--- src/rtl/control_unit.sv ---
// Instruction sequencer: fetches a 9-bit instruction and steps it
// through T0..T3, driving every bus and register-file control line.
module control_unit #(
  parameter int DW = 16
) (
  input  logic          clock,
  input  logic          reset,
  input  logic          run,
  input  logic [DW-1:0] din,
  output logic          irin,
  output logic [7:0]    rin,
  output logic [7:0]    rout,
  output logic          gout,
  output logic          dinout,
  output logic          ain,
  output logic          gin,
  output logic          sub,
  output logic          done,
  output logic          busy
);

  typedef enum logic [1:0] {
    T0 = 2'd0,
    T1 = 2'd1,
    T2 = 2'd2,
    T3 = 2'd3
  } state_t;

  localparam logic [2:0] OP_MV  = 3'b000;
  localparam logic [2:0] OP_MVI = 3'b001;
  localparam logic [2:0] OP_ADD = 3'b010;
  localparam logic [2:0] OP_SUB = 3'b011;

  state_t     state_q, state_d;
  logic [8:0] ir_q, ir_d;
  logic [2:0] op, rx, ry;
  logic [7:0] x_oh, y_oh;

  logic unused_din;
  assign unused_din = ^din[DW-1:9];

  assign op   = ir_q[8:6];
  assign rx   = ir_q[5:3];
  assign ry   = ir_q[2:0];
  assign x_oh = 8'b1 << rx;
  assign y_oh = 8'b1 << ry;

  always_ff @(posedge clock) begin
    if (reset) begin
      state_q <= T0;
      ir_q    <= '0;
    end else begin
      state_q <= state_d;
      ir_q    <= ir_d;
    end
  end

  always_comb begin
    state_d = state_q;
    irin    = 1'b0;
    rin     = '0;
    rout    = '0;
    gout    = 1'b0;
    dinout  = 1'b0;
    ain     = 1'b0;
    gin     = 1'b0;
    sub     = 1'b0;
    done    = 1'b0;
    busy    = (state_q != T0);
    unique case (state_q)
      T0: begin
        if (run) begin
          irin    = 1'b1;
          state_d = T1;
        end
      end
      T1: begin
        unique case (op)
          OP_MV: begin
            rout    = y_oh;
            rin     = x_oh;
            done    = 1'b1;
            state_d = T0;
          end
          OP_MVI: begin
            dinout  = 1'b1;
            rin     = x_oh;
            done    = 1'b1;
            state_d = T0;
          end
          OP_ADD, OP_SUB: begin
            rout    = x_oh;
            ain     = 1'b1;
            state_d = T2;
          end
          default: begin
            done    = 1'b1;
            state_d = T0;
          end
        endcase
      end
      T2: begin
        rout    = y_oh;
        gin     = 1'b1;
        sub     = (op == OP_SUB);
        state_d = T3;
      end
      T3: begin
        gout    = 1'b1;
        rin     = x_oh;
        done    = 1'b1;
        state_d = T0;
      end
      default: state_d = T0;
    endcase
    // reset silences every strobe, including the fetch in T0
    if (reset) begin
      state_d = T0;
      irin    = 1'b0;
      rin     = '0;
      rout    = '0;
      gout    = 1'b0;
      dinout  = 1'b0;
      ain     = 1'b0;
      gin     = 1'b0;
      sub     = 1'b0;
      done    = 1'b0;
      busy    = 1'b0;
    end
  end

  assign ir_d = irin ? din[8:0] : ir_q;

endmodule

--- config.mk ---
export PLATFORM = sky130hd
export DESIGN_NAME = control_unit
export DESIGN_NICKNAME = d
export VERILOG_FILES = /design/src/rtl/control_unit.sv
export SDC_FILE = /design/constraint.sdc
export NUM_CORES = 1
export LEC_CHECK = 0
export CAP_MARGIN = 20
export CORE_MARGIN = 2
export CORE_UTILIZATION = 31
export DETAILED_ROUTE_END_ITERATION = 8
export GPL_TIMING_DRIVEN = 1
export PLACE_DENSITY = 0.67
export SYNTH_ARGS = -nofsm -noshare
export SYNTH_HDL_FRONTEND = slang
export SYNTH_SLANG_ARGS = --single-unit
--- constraint.sdc ---
create_clock -name clock -period 3.2 [get_ports clock]
set_input_delay 0.48 -clock clock [delete_from_list [all_inputs] [get_ports clock]]
set_output_delay 0.48 -clock clock [all_outputs]
set_load 0.02 [all_outputs]
==> results.sh <==
export IMPL_cts_setup_buffers=0
export IMPL_std_cell_rows=17
export IMPL_mostFrequentLayoutCells="clkdlybuf4s50_1, nand2_1, nor2_1"
export IMPL_holdBufCountCts=0
export IMPL_start_util=0.337
export IMPL_hp_class="reg2reg"
export IMPL_dieArea_sq_mm=0.00286
export IMPL_rsz0062_at_grt="false"
export IMPL_cts_buffers=3
export IMPL_synth_fp_nets=129
export IMPL_sequentialPowerShare=0.469
export IMPL_swShare=0.304
export IMPL_fillers=229
export IMPL_cts_resized=0
export IMPL_clk_pin_slew_ns=0.07
export IMPL_grt_pass1_vias=737
export IMPL_ys_warn_count=0
export IMPL_synthCells=106
export IMPL_hp_start="ir_q[3]"
export IMPL_use_met3=0.0339
export IMPL_ir_drop_mv=0.244
export IMPL_crit_required_ns=2.72
export IMPL_grt_overflow=0
export IMPL_layout_min_cycle_time_ns=2.87
export IMPL_synth_area_top_cells="dfxtp_1, nand2_1, a21oi_1, ha_1, nor2_1"
export IMPL_gp_congestion=0.803
export IMPL_multi_input_area_sq_um=499
export IMPL_power_frac_clock=0.271
export IMPL_routed_wl_microns=2090
export IMPL_drc=0
export IMPL_grt_max_degree=18
export IMPL_clkSinkCount=11
export IMPL_grt_use_total=0.159
export IMPL_cp_arrival_ns=2.39
export IMPL_clock_latency_ns=0.26
export IMPL_p_comb_frac=0.260
export IMPL_syn_to_final_growth_pct=51.4
export IMPL_synth_top_area_share=0.290
export IMPL_antenna_found_initial=0
export IMPL_cts_htree_levels=1
export IMPL_synthesis_area_sq_um=759
export IMPL_yosysTopAreaCell="dfxtp_1"
export IMPL_p_int_uw=236
export IMPL_seq_area_frac_synth=0.290
export IMPL_worst_pin_slew_ns=0.485
export IMPL_dr_pass1_iters=4
export IMPL_met1_usage=0.204
export IMPL_slew_headroom=0.673
export IMPL_min_to="ir_q[3]"
export IMPL_fmax_mhz=349
export IMPL_wl_per_cell_microns=12.4
export IMPL_reg2reg_to="ir_q[7]"
export IMPL_setup_tns_ns=0
export IMPL_power_switching_uw=103
export IMPL_maxSlewViolCount=0
export IMPL_power_per_cell_area_mw_per_mm2=295
export IMPL_crit_type="reg2out"
export IMPL_die_height_microns=53.5
export IMPL_finClkSkew_ns=0.00610
export IMPL_core_area_sq_mm=0.00225
export IMPL_cellLeakagePower_uw=0.000403
export IMPL_vias_per_cell=5.09
export IMPL_power_uw=340
export IMPL_reg2reg_slack_ns=1.83
export IMPL_fp_dieW_microns=53.5
export IMPL_dr_total_vias=860
export IMPL_cts_tree="yes"
export IMPL_max_cap_violations=0
export IMPL_synth_area_per_cell_sq_um=7.16
export IMPL_hold_path_depth=2
export IMPL_crit_path_start_kind="flip-flop"
export IMPL_status="finished clean"
export IMPL_numPortBuffers=35
export IMPL_hold_slack_ns=0.496
export IMPL_drive_gt1_frac=0.0496
export IMPL_crit_fanout=6
export IMPL_timing_final_crit_share=0.896
export IMPL_hold_viol=0
export IMPL_final_common_cell="clkdlybuf4s50_1"
export IMPL_n_antenna_cell=0
export IMPL_r2r_start="state_q[0]"
export IMPL_io_pins=43
export IMPL_grt_busiest_layer="met2"
export IMPL_area_sequential_sq_um=220
export IMPL_dpl_hpwl_microns=1640
export IMPL_clk_path_buf_depth=2
export IMPL_ys_ff_latch=11
export IMPL_r2r_cells=5
export IMPL_grt_pass1_wl_microns=3320
export IMPL_fin_util=0.510
export IMPL_drtIter0Drc=15
export IMPL_cts_root_buffer="clkbuf_4"
export IMPL_final_nets=165
export IMPL_finalSetupViolCount=0
export IMPL_use_met2=0.249
export IMPL_cp_end_kind="primary output"
export IMPL_ys_types=31
export IMPL_ant_nets=0
## cell usage after synthesis (all sizes together)
cell and instances:
a21oi 11, nand4b 1, nor2 12, o22ai 4, dfxtp 11, o32ai 4
o21ai 3, nand3b 2, nand2b 3, and4b 1, buf 4, nor3 4
and2 1, nand2 21, and3 2, and2b 2, clkbuf 1, o211ai 1
nor4b 1, nor3b 1, or2 1, a211oi 1, ha 4, nand3 1
nor2b 4, inv 3, nand4 2
## power by group through the flow
stage	combinational, uW	sequential [uW]	clock (uW)
6_report	88.2	159	92.2
5_1_grt	98.3	161	100
4_1_cts	88.7	159	95.5
3_5_place_dp	88.1	162	0
3_3_place_gp	86.9	162	0
2_1_floorplan	59.9	156	0
## worst max-delay path: stages, from the launching register on
cell	delay (ns)
dfxtp_1	0.40
inv_1	0.10
ha_1	0.28
nor2b_2	0.24
nand4_1	0.23
o32ai_1	0.21
clkdlybuf4s50_1	0.67
## per-stage QoR
stage / cell area (sq um) / worst slack [ns] / instances
floorplan: 759 / 1.11 / 106
global placement: 1120 / 0.497 / 165
detailed placement: 1120 / 0.461 / 165
CTS: 1150 / 0.332 / 169
global route: 1150 / 0.185 / 169
finish: 1150 / 0.332 / 169
## flip-flops by register name, indices dropped and copies added, names as in the netlist, named ones only
| register | cells |
|---|---|
| ir_q | 9 |
| state_q | 1 |
## cell families (layout without fill, tap and decap cells)
group / after synthesis / after routing / share of synthesized area
AO/OA/AOI/OAI: 24 / 24 / 0.191
adder cells (fa/ha/maj): 4 / 4 / 0.0659
buffers and inverters: 8 / 43 / 0.0527
flip-flops: 11 / 11 / 0.290
AND/OR/NAND/NOR: 59 / 59 / 0.400
## area by class of cell
cell class | count | area share
Clock buffer | 4 | 0.0229
Tap cell | 28 | 0.0305
Multi-Input combinational cell | 87 | 0.434
Sequential cell | 11 | 0.192
Timing Repair Buffer | 36 | 0.311
Inverter | 3 | 0.00979
## metal layers
metal	share of wire	routed length, microns	vias up
met5	0	0	-
met4	0.013	27	0
met3	0.066	137	2
met2	0.46	958	30
met1	0.46	967	386
li1	-	-	442
## worst max-delay path by stage
stage | startpoint | to | slack, ns | cells after the start
6_report | state_q[0] | rout[1] | 0.33 | 6
5_1_grt | state_q[0] | rout[1] | 0.18 | 6
4_1_cts | state_q[0] | rout[1] | 0.33 | 6
3_5_place_dp | reset | rout[1] | 0.46 | 5
3_3_place_gp | reset | rout[1] | 0.50 | 5
2_1_floorplan | state_q[0] | rout[4] | 1.11 | 5
Note: power is estimated with default switching activity, not from simulation.
